`src/rtl/bp_fe_pkg.sv`:
```
// Shared FE definitions: cache service packet layouts, memory command struct and
// the fill engine state encoding used by both the engine and the FE test harness.
package bp_fe_pkg;

  localparam int paddr_width_p        = 40;
  localparam int ptag_width_p         = paddr_width_p - 12;
  localparam int icache_sets_p        = 64;
  localparam int icache_assoc_p       = 8;
  localparam int icache_block_width_p = 512;
  localparam int icache_fill_width_p  = 128;

  localparam int beats_lp             = icache_block_width_p / icache_fill_width_p;
  localparam int index_width_lp       = $clog2(icache_sets_p);
  localparam int way_id_width_lp      = $clog2(icache_assoc_p);
  localparam int fill_index_width_lp  = $clog2(beats_lp);
  localparam int block_offset_width_lp = $clog2(icache_block_width_p / 8);

  typedef enum logic [1:0] {
    e_miss_load = 2'b00,
    e_uc_load   = 2'b01
  } cache_req_msg_e;

  typedef struct packed {
    cache_req_msg_e             msg_type;
    logic [paddr_width_p-1:0]   addr;
    logic [1:0]                 size;
  } icache_req_s;

  typedef enum logic [1:0] {
    e_fill = 2'b00,
    e_uc   = 2'b01
  } data_mem_opcode_e;

  typedef enum logic [1:0] {
    e_tag_set = 2'b00
  } tag_mem_opcode_e;

  typedef enum logic [1:0] {
    e_invalid = 2'b00,
    e_valid   = 2'b01
  } coh_state_e;

  typedef enum logic [1:0] {
    e_set_lru = 2'b00
  } stat_mem_opcode_e;

  typedef struct packed {
    data_mem_opcode_e                opcode;
    logic [index_width_lp-1:0]       index;
    logic [way_id_width_lp-1:0]      way_id;
    logic [fill_index_width_lp-1:0]  fill_index;
    logic [icache_fill_width_p-1:0]  data;
  } data_mem_pkt_s;

  typedef struct packed {
    tag_mem_opcode_e                 opcode;
    logic [index_width_lp-1:0]       index;
    logic [way_id_width_lp-1:0]      way_id;
    logic [ptag_width_p-1:0]         tag;
    coh_state_e                      state;
  } tag_mem_pkt_s;

  typedef struct packed {
    stat_mem_opcode_e                opcode;
    logic [index_width_lp-1:0]       index;
    logic [way_id_width_lp-1:0]      way_id;
  } stat_mem_pkt_s;

  typedef struct packed {
    logic [paddr_width_p-1:0]        addr;
    logic                            uncached;
  } mem_cmd_s;

  typedef enum logic [2:0] {
    e_st_idle      = 3'd0,
    e_st_wait_meta = 3'd1,
    e_st_send_cmd  = 3'd2,
    e_st_fill      = 3'd3,
    e_st_uc_data   = 3'd4,
    e_st_tag       = 3'd5,
    e_st_stat      = 3'd6,
    e_st_done      = 3'd7
  } fill_state_e;

  function automatic logic [paddr_width_p-1:0] block_align(input logic [paddr_width_p-1:0] addr);
    return {addr[paddr_width_p-1:block_offset_width_lp], {block_offset_width_lp{1'b0}}};
  endfunction

endpackage

```
`src/rtl/bsg_counter_clear_up.sv`:
```
// Up counter with synchronous clear that wraps to zero after max_val_p.
module bsg_counter_clear_up #(
  parameter int max_val_p = 3,
  parameter int width_p   = $clog2(max_val_p + 1)
) (
  input  logic               clk_i,
  input  logic               reset_i,
  input  logic               clear_i,
  input  logic               up_i,
  output logic [width_p-1:0] count_o
);

  always_ff @(posedge clk_i or negedge reset_i) begin
    if (!reset_i) begin
      count_o <= '0;
    end else if (clear_i) begin
      count_o <= '0;
    end else if (up_i) begin
      if (count_o == width_p'(max_val_p)) count_o <= '0;
      else                                count_o <= count_o + width_p'(1);
    end
  end

endmodule

```
`src/rtl/bp_fe_icache_fill_engine.sv`:
```
// I-cache miss responder: takes one request plus victim way, fetches the block
// (or one uncached word) from memory and writes data, tag and LRU back to the cache.
module bp_fe_icache_fill_engine
  import bp_fe_pkg::*;
(
  input  logic                            clk_i,
  input  logic                            reset_i,

  input  icache_req_s                     cache_req_i,
  input  logic                            cache_req_v_i,
  output logic                            cache_req_ready_o,
  input  logic [way_id_width_lp-1:0]      cache_req_metadata_i,
  input  logic                            cache_req_metadata_v_i,
  output logic                            cache_req_complete_o,
  output logic                            cache_req_critical_o,

  output data_mem_pkt_s                   data_mem_pkt_o,
  output logic                            data_mem_pkt_v_o,
  input  logic                            data_mem_pkt_ready_i,

  output tag_mem_pkt_s                    tag_mem_pkt_o,
  output logic                            tag_mem_pkt_v_o,
  input  logic                            tag_mem_pkt_ready_i,

  output stat_mem_pkt_s                   stat_mem_pkt_o,
  output logic                            stat_mem_pkt_v_o,
  input  logic                            stat_mem_pkt_ready_i,

  output mem_cmd_s                        mem_cmd_o,
  output logic                            mem_cmd_v_o,
  input  logic                            mem_cmd_ready_i,

  input  logic [icache_fill_width_p-1:0]  mem_resp_data_i,
  input  logic                            mem_resp_v_i,
  output logic                            mem_resp_yumi_o,

  output fill_state_e                     state_o
);

  localparam logic [fill_index_width_lp-1:0] last_beat_lp = fill_index_width_lp'(beats_lp - 1);

  // Handshakes: a transfer happens on a cycle where valid and ready are both high.
  // Once valid is raised, it and its payload stay put until that transfer occurs.
  // mem_resp uses valid/yumi: yumi is only raised in a cycle where valid is high.

  fill_state_e                     state_r, state_n;
  logic [paddr_width_p-1:0]        addr_r;
  logic                            uc_r;
  logic [way_id_width_lp-1:0]      way_r;
  logic [fill_index_width_lp-1:0]  beat_cnt;
  logic                            latch_req, latch_way;
  logic                            cnt_clear, cnt_up;
  logic [1:0]                      unused_size;

  assign unused_size = cache_req_i.size;
  assign state_o     = state_r;

  bsg_counter_clear_up #(
    .max_val_p (beats_lp - 1),
    .width_p   (fill_index_width_lp)
  ) beat_counter (
    .clk_i   (clk_i),
    .reset_i (reset_i),
    .clear_i (cnt_clear),
    .up_i    (cnt_up),
    .count_o (beat_cnt)
  );

  always_ff @(posedge clk_i or negedge reset_i) begin
    if (!reset_i) begin
      state_r <= e_st_idle;
      addr_r  <= '0;
      uc_r    <= 1'b0;
      way_r   <= '0;
    end else begin
      state_r <= state_n;
      if (latch_req) begin
        addr_r <= cache_req_i.addr;
        uc_r   <= (cache_req_i.msg_type == e_uc_load);
      end
      if (latch_way) way_r <= cache_req_metadata_i;
    end
  end

  always_comb begin
    state_n              = state_r;
    cache_req_ready_o    = 1'b0;
    cache_req_complete_o = 1'b0;
    cache_req_critical_o = 1'b0;
    data_mem_pkt_v_o     = 1'b0;
    tag_mem_pkt_v_o      = 1'b0;
    stat_mem_pkt_v_o     = 1'b0;
    mem_cmd_v_o          = 1'b0;
    mem_resp_yumi_o      = 1'b0;
    latch_req            = 1'b0;
    latch_way            = 1'b0;
    cnt_clear            = 1'b0;
    cnt_up               = 1'b0;

    case (state_r)
      e_st_idle: begin
        // State resets to idle, so ready is masked while reset is held.
        cache_req_ready_o = reset_i;
        if (cache_req_v_i) begin
          latch_req = 1'b1;
          if (cache_req_i.msg_type == e_uc_load) begin
            state_n = e_st_send_cmd;
          end else if (cache_req_metadata_v_i) begin
            latch_way = 1'b1;
            state_n   = e_st_send_cmd;
          end else begin
            state_n = e_st_wait_meta;
          end
        end
      end
      e_st_wait_meta: begin
        if (cache_req_metadata_v_i) begin
          latch_way = 1'b1;
          state_n   = e_st_send_cmd;
        end
      end
      e_st_send_cmd: begin
        mem_cmd_v_o = 1'b1;
        cnt_clear   = 1'b1;
        if (mem_cmd_ready_i) state_n = uc_r ? e_st_uc_data : e_st_fill;
      end
      e_st_fill: begin
        data_mem_pkt_v_o     = mem_resp_v_i;
        mem_resp_yumi_o      = mem_resp_v_i & data_mem_pkt_ready_i;
        cnt_up               = mem_resp_yumi_o;
        cache_req_critical_o = mem_resp_yumi_o
                             & (beat_cnt == addr_r[block_offset_width_lp-1 -: fill_index_width_lp]);
        if (mem_resp_yumi_o && (beat_cnt == last_beat_lp)) state_n = e_st_tag;
      end
      e_st_uc_data: begin
        data_mem_pkt_v_o     = mem_resp_v_i;
        mem_resp_yumi_o      = mem_resp_v_i & data_mem_pkt_ready_i;
        cache_req_critical_o = mem_resp_yumi_o;
        cache_req_complete_o = mem_resp_yumi_o;
        if (mem_resp_yumi_o) state_n = e_st_idle;
      end
      e_st_tag: begin
        tag_mem_pkt_v_o = 1'b1;
        if (tag_mem_pkt_ready_i) state_n = e_st_stat;
      end
      e_st_stat: begin
        stat_mem_pkt_v_o = 1'b1;
        if (stat_mem_pkt_ready_i) state_n = e_st_done;
      end
      e_st_done: begin
        cache_req_complete_o = 1'b1;
        state_n              = e_st_idle;
      end
      default: state_n = e_st_idle;
    endcase
  end

  // Uncached words carry way 0: no victim way is collected for them.
  always_comb begin
    data_mem_pkt_o.opcode     = uc_r ? e_uc : e_fill;
    data_mem_pkt_o.index      = addr_r[block_offset_width_lp +: index_width_lp];
    data_mem_pkt_o.way_id     = uc_r ? '0 : way_r;
    data_mem_pkt_o.fill_index = uc_r ? addr_r[block_offset_width_lp-1 -: fill_index_width_lp] : beat_cnt;
    data_mem_pkt_o.data       = mem_resp_data_i;

    tag_mem_pkt_o.opcode      = e_tag_set;
    tag_mem_pkt_o.index       = addr_r[block_offset_width_lp +: index_width_lp];
    tag_mem_pkt_o.way_id      = way_r;
    tag_mem_pkt_o.tag         = addr_r[paddr_width_p-1 -: ptag_width_p];
    tag_mem_pkt_o.state       = e_valid;

    stat_mem_pkt_o.opcode     = e_set_lru;
    stat_mem_pkt_o.index      = addr_r[block_offset_width_lp +: index_width_lp];
    stat_mem_pkt_o.way_id     = way_r;

    mem_cmd_o.addr            = uc_r ? addr_r : block_align(addr_r);
    mem_cmd_o.uncached        = uc_r;
  end

endmodule

```
`config.mk`:
```
export PLATFORM = sky130hd
export DESIGN_NAME = bp_fe_icache_fill_engine
export DESIGN_NICKNAME = d
export VERILOG_FILES = /design/src/rtl/bp_fe_pkg.sv /design/src/rtl/bsg_counter_clear_up.sv /design/src/rtl/bp_fe_icache_fill_engine.sv
export SDC_FILE = /design/constraint.sdc
export NUM_CORES = 1
export LEC_CHECK = 0
export BUFFER_PORTS_ARGS = -buffer_cell sky130_fd_sc_hd__buf_4
export CAP_MARGIN = 20
export CORE_AREA = 2 2 168 170
export DETAILED_ROUTE_END_ITERATION = 8
export DIE_AREA = 0 0 170 172
export PLACE_DENSITY = 0.44
export SLEW_MARGIN = 10
export SYNTH_ARGS = -nofsm -noshare
export SYNTH_HDL_FRONTEND = slang
export SYNTH_HIERARCHICAL = 1
export SYNTH_SLANG_ARGS = --single-unit
export TNS_END_PERCENT = 1
```
`constraint.sdc`:
```
create_clock -name clk_i -period 3 [get_ports clk_i]
set_input_delay 0.9 -clock clk_i [delete_from_list [all_inputs] [get_ports clk_i]]
set_output_delay 0.9 -clock clk_i [all_outputs]
set_load 0.005 [all_outputs]
```
Word-level counts from Yosys, hierarchy flattened
Cells that the tools add are included.

Add/subtract/negate cells: 1. $mul: 0. Div/mod/pow operators: 0. Magnitude comparators: 0. Eq/ne operators: 17. Shift-type cells: 0. Muxes and demuxes: 33. Bitwise logic cells: 2. Reductions and logical operators: 5.

Operator list (count): two-way mux 3 bit (9); one-hot mux 3 bit (8 select lines) (1); != test 2 bit (second input constant) (7); two-way mux 1 bit (13); equality test 3 bit (second input constant) (4); two-way mux 2 bit (6); AND reduction 7 bit (1); equality test 3 x 2 -> 1 bit (second input constant) (2); two-way mux 6 bit (1); one-hot mux 1 bit (2 select lines) (3); equality test 3 x 1 -> 1 bit (second input constant) (1); zero test 3 bit (1); adder 2 x 1 -> 2 bit (second input constant) (1); AND 1 bit (2); equality test 2 x 1 -> 1 bit (second input constant) (1); equality test 2 bit (1); equality test 2 bit (second input constant) (1); nonzero test 2 bit (1); OR reduction 2 bit (1); logical AND 1 bit (1).

Flip-flop bits (word level): 49. Bits in latches: 0. Bits in writable memories: 0. Memory bits (read-only): 0. Input bits: 184. Output and inout port bits: 245. Word-level logic and storage cells: 63. Memories: 0.

Longest topological paths before layout
Depth in word-level cells: 4. Gate-level depth with buffers: 7. Gate-level depth less buffers: 4.

Hierarchy
Netlist, hierarchy kept.

Modules (own cells, without submodules): bp_fe_icache_fill_engine (instances 1, cells an instance 386, area an instance 3996.3 µm², sequential area each 1176.1 µm²); bsg_counter_clear_up (instances 1, cells an instance 8, area an instance 100.1 µm², sequential area each 50.0 µm²).

Worst setup path before layout
Ideal clock, no wire load.

Path type: input to output. Start point: input mem_resp_v_i. End point: output cache_req_complete_o. Arrival: 1.325 ns. Data required time: 2.100 ns. Setup slack: 0.775 ns. Stages on the path: 4. Buffers on the path: 0. Cells stage by stage: nand2_1 -> inv_1 -> nand2_1 -> a21boi_0.

Cells in the longest elaborated chain, start to end: 2.

RTL lines: start, declared (RTL line bp_fe_icache_fill_engine.sv:34) `input logic mem_resp_v_i,`; AND 1 bit (RTL line bp_fe_icache_fill_engine.sv:137) `mem_resp_yumi_o = mem_resp_v_i & data_mem_pkt_ready_i;`; one-hot mux 1 bit (2 select lines) (RTL line bp_fe_icache_fill_engine.sv:100) `case (state_r)`; end, declared (RTL line bp_fe_icache_fill_engine.sv:14) `output logic cache_req_complete_o,`.

Every way passes these cells.

Final worst setup path
Start point: register state_r[1] (netlist: state_o[1]). End point: output mem_cmd_v_o.

Cells in the longest elaborated chain, start to end: 2.

RTL lines: start, declared (RTL line bp_fe_icache_fill_engine.sv:46) `fill_state_e state_r, state_n;`; start signal, assigned (RTL line bp_fe_icache_fill_engine.sv:71) `state_r <= e_st_idle;`; start signal, assigned (RTL line bp_fe_icache_fill_engine.sv:76) `state_r <= state_n;`; equality test 3 x 2 -> 1 bit (RTL line bp_fe_icache_fill_engine.sv:100); two-way mux 1 bit (RTL line bp_fe_icache_fill_engine.sv:100); end, declared (RTL line bp_fe_icache_fill_engine.sv:30) `output logic mem_cmd_v_o,`.

Every way passes these cells.

==> metrics.csv <==
stage;metric;value;unit
outcome;outcome;completed;
critical_path;cell type group with the largest total delay on the critical path;simple AND/OR/NAND/NOR gates;
yosys;most used flip-flop cell after synthesis;sky130_fd_sc_hd__dfrtp_1;
critical_path;maximum fanout encountered on the critical timing path;13;
routing;DRC violation count after routing;0;
routing;antenna viol nets, final;0;
critical_path;Data arrival, critical path;1710;ps
timing;pins over their slew limit;0;
cells_and_area;Filler Cell Count;3086;
yosys;most area-hungry cell type in the Yosys netlist;sky130_fd_sc_hd__buf_4;
worst_hold_path;cell depth of the worst min-delay path;1;
yosys;ranking of synthesized cells by area;sky130_fd_sc_hd__buf_4, sky130_fd_sc_hd__dfrtp_1, sky130_fd_sc_hd__mux2_4, sky130_fd_sc_hd__buf_12, sky130_fd_sc_hd__mux2_2;
timing;max_slew headroom;53.0;%
critical_path;Buf/Inv on CP;1;
yosys;synthesized netlist cell count;394;
clocking;clock root buffer;sky130_fd_sc_hd__clkbuf_16;
power;worst IR drop on VDD;271;uV
yosys;Distinct cells, synth;35;
critical_path;r2r endpoint;addr_r[22];
die;Die Y;172;um
timing;Tightest Pin Transition;705;ps
die;DIE AREA;29200;sq um
clocking;clock tree from TritonCTS;built;
global_routing;maximum number of pins on one net before global-route repair;50;
critical_path;Setup Crit Path Kind;reg2out;
clocking;clock insertion delay at the later pin of the skew report;290;ps
timing;RSZ-0062 raised after global routing;no;
timing;final hold violation count;0;
routing;via/cell ratio;3.16;
cells_and_area;total number of nets in the final design;530;
cells_and_area;Layout Area Growth over Synthesis;3.05;%
cells_and_area;ratio of cells with drive above 1 in the final layout;65.6;%
die;Starting Density;14.9;%
yosys;area share of the leading cell type in the synthesized netlist;40.3;%
timing;total negative setup slack;0;ps
yosys;total standard cell area after synthesis;4100;sq um
worst_hold_path;hold path endpoint;addr_r[1];
placement;placed inst area;4040;sq um
global_routing;grt ovf;0;
routing;total wirelength of the detailed-routed design;10200;um
yosys;number of synthesized flops with an enable pin;0;
critical_path;Worst R2R Setup Slack;990;ps
global_routing;initial antenna violation count;1;
power;leakage;1.98;nW
clocking;# resized after CTS;0;
global_routing;number of global-route vias before repair;2074;
worst_hold_path;start point of the worst min-delay path;addr_r[1];
global_routing;GRT Total Usage;6.60;%
critical_path;nature of the critical path startpoint;register;
yosys;asr flop ratio synth;100;%
placement;Port Buffers;163;
placement;placer's final routability congestion estimate;0.655;
clocking;number of setup buffers added after CTS;0;
critical_path;most frequent cell on the critical path;sky130_fd_sc_hd__nor2b_1;
clocking;clock-pin slew reported for the worst setup and hold paths after clock tree synthesis;70;ps
worst_hold_path;Tightest Hold Check Type;reg2reg;
yosys;most repeated cell in the gate-level netlist after synthesis;sky130_fd_sc_hd__buf_4;
routing;number of DRC violations after detailed-routing iteration 0;67;
routing;Detailed Routing Iterations Pass 1;4;
critical_path;FF-to-FF path depth;5;
die;I/O pin count;429;
timing;share of the clock period used by the worst path;87.1;%
run;max-capacitance violation count;0;
yosys;count of state elements after synthesis;49;
timing;Final Setup Violations;0;
clocking;CTS Buffer Depth;2;
yosys;share of synthesized area occupied by flip-flops and latches;29.9;%
routing;met3 layer wire length in the routed design;1110;um
global_routing;first-pass GRT wire length;13800;um
routing;routed length on met2;4910;um
routing;wire length on met1;3570;um
clocking;TritonCTS Buffers;5;
critical_path;data required time of the critical path;2100;ps
die;# rows;61;
clocking;CTS Sinks;49;
routing;highest routing layer actually used;met4;
yosys;syn_area_per_cell;10.4;sq um
die;Die W;170;um
critical_path;capturing element type of the critical path;primary output;
timing;clock skew after layout;4.04;ps
routing;total via count in the routed design;2187;
critical_path;slowest cell on the critical path;sky130_fd_sc_hd__dfrtp_1;
timing;final worst path period need;2610;ps
yosys;top cells by count, synth;sky130_fd_sc_hd__buf_4, sky130_fd_sc_hd__dfrtp_1, sky130_fd_sc_hd__mux2_4;
power;power per unit of standard cell area;1020;nW/um^2
routing;WL per Instance;14.7;um
critical_path;origin of the critical flop-to-flop path;state_o[2];
clocking;Hold-fix buffers, CTS;0;
cells_and_area;area of all placed cells without fillers;4220;sq um
yosys;Synth Warn #;6;
placement;HPWL after detailed placement;8110;um
critical_path;CP peak stage delay;580;ps
timing;timing-limited maximum frequency;383;MHz
die;total core area;27500;sq um
critical_path;cells along the critical path;nor2b_1, nor2b_1, buf_4;
clocking;H-tree level count;2;
## sequential cells by signal, summed over array words and instances (netlist names)
signal,cells
beat_counter/count_o,2
way_r,3
uc_r,1
state_o,3
addr_r,40
## routing by layer
layer,up-vias,GRT usage (%)
met5,-,0
met4,0,5.20
met2,171,11.1
li1,933,-
met3,61,2.54
met1,1022,6.56
## cell families after synthesis
family | share of synthesized area (%)
buffers and inverters | 43.8
flip-flops | 29.9
multiplexers | 16.7
AND/OR/NAND/NOR | 6.20
AO/OA/AOI/OAI | 2.44
other | 0.183
XOR/XNOR | 0.428
adder cells (fa/ha/maj) | 0.305
## cell type report
type	instances	area [sq um]	share of cell area, %
sequential	49	1230	29.0
antenna	1	2.50	0.0593
tap	346	433	10.3
inverter	2	7.51	0.178
clock inverter	2	37.5	0.889
timing repair buffer	169	1280	30.3
multi-input combinational	118	1090	25.9
clock buffer	6	139	3.29
## worst max path at each step
stage,start,endpoint,slack (ps),cells past startpoint
2_1_floorplan,mem_resp_v_i,cache_req_complete_o,780,4
3_5_place_dp,mem_resp_v_i,cache_req_complete_o,530,6
4_1_cts,state_o[1],mem_cmd_v_o,360,3
3_3_place_gp,mem_resp_v_i,cache_req_complete_o,510,6
6_report,state_o[1],mem_cmd_v_o,390,3
5_1_grt,state_o[1],mem_cmd_v_o,250,3
## report_power, final
part	switching, mW	internal [mW]	leakage (nW)	total [mW]
sequential	0.386	0.994	0.588	1.38
clock	0.273	0.417	0.0831	0.690
combinational	0.734	1.49	1.31	2.23
## through the flow
stage / worst slack (ps) / instances / power [mW] / hold slack (ps) / util, %
6_report: 387 / 693 / 4.30 / 504 / 15.4
3_3_place_gp: 512 / 684 / 3.67 / 481 / 14.7
2_1_floorplan: 775 / 399 / 3.26 / 473 / -
3_5_place_dp: 527 / 684 / 3.68 / 495 / 14.7
4_1_cts: 359 / 692 / 4.41 / 509 / 15.4
5_1_grt: 249 / 692 / 4.63 / 523 / 15.4
## cells in the final DEF, fill, tap and decap left out, types with 3 or more instances in the layout
cell type,count
sky130_fd_sc_hd__a21oi_1,4
sky130_fd_sc_hd__and2_1,8
sky130_fd_sc_hd__nor2b_1,9
sky130_fd_sc_hd__dfrtp_1,49
sky130_fd_sc_hd__o21ai_0,3
sky130_fd_sc_hd__nand2b_1,3
sky130_fd_sc_hd__mux2_4,39
sky130_fd_sc_hd__mux2_2,7
sky130_fd_sc_hd__buf_4,168
sky130_fd_sc_hd__clkbuf_16,5
sky130_fd_sc_hd__nor3_1,3
sky130_fd_sc_hd__conb_1,7
sky130_fd_sc_hd__nand2_1,7
sky130_fd_sc_hd__nor2_1,9
Power figures use the tool's default switching activity.
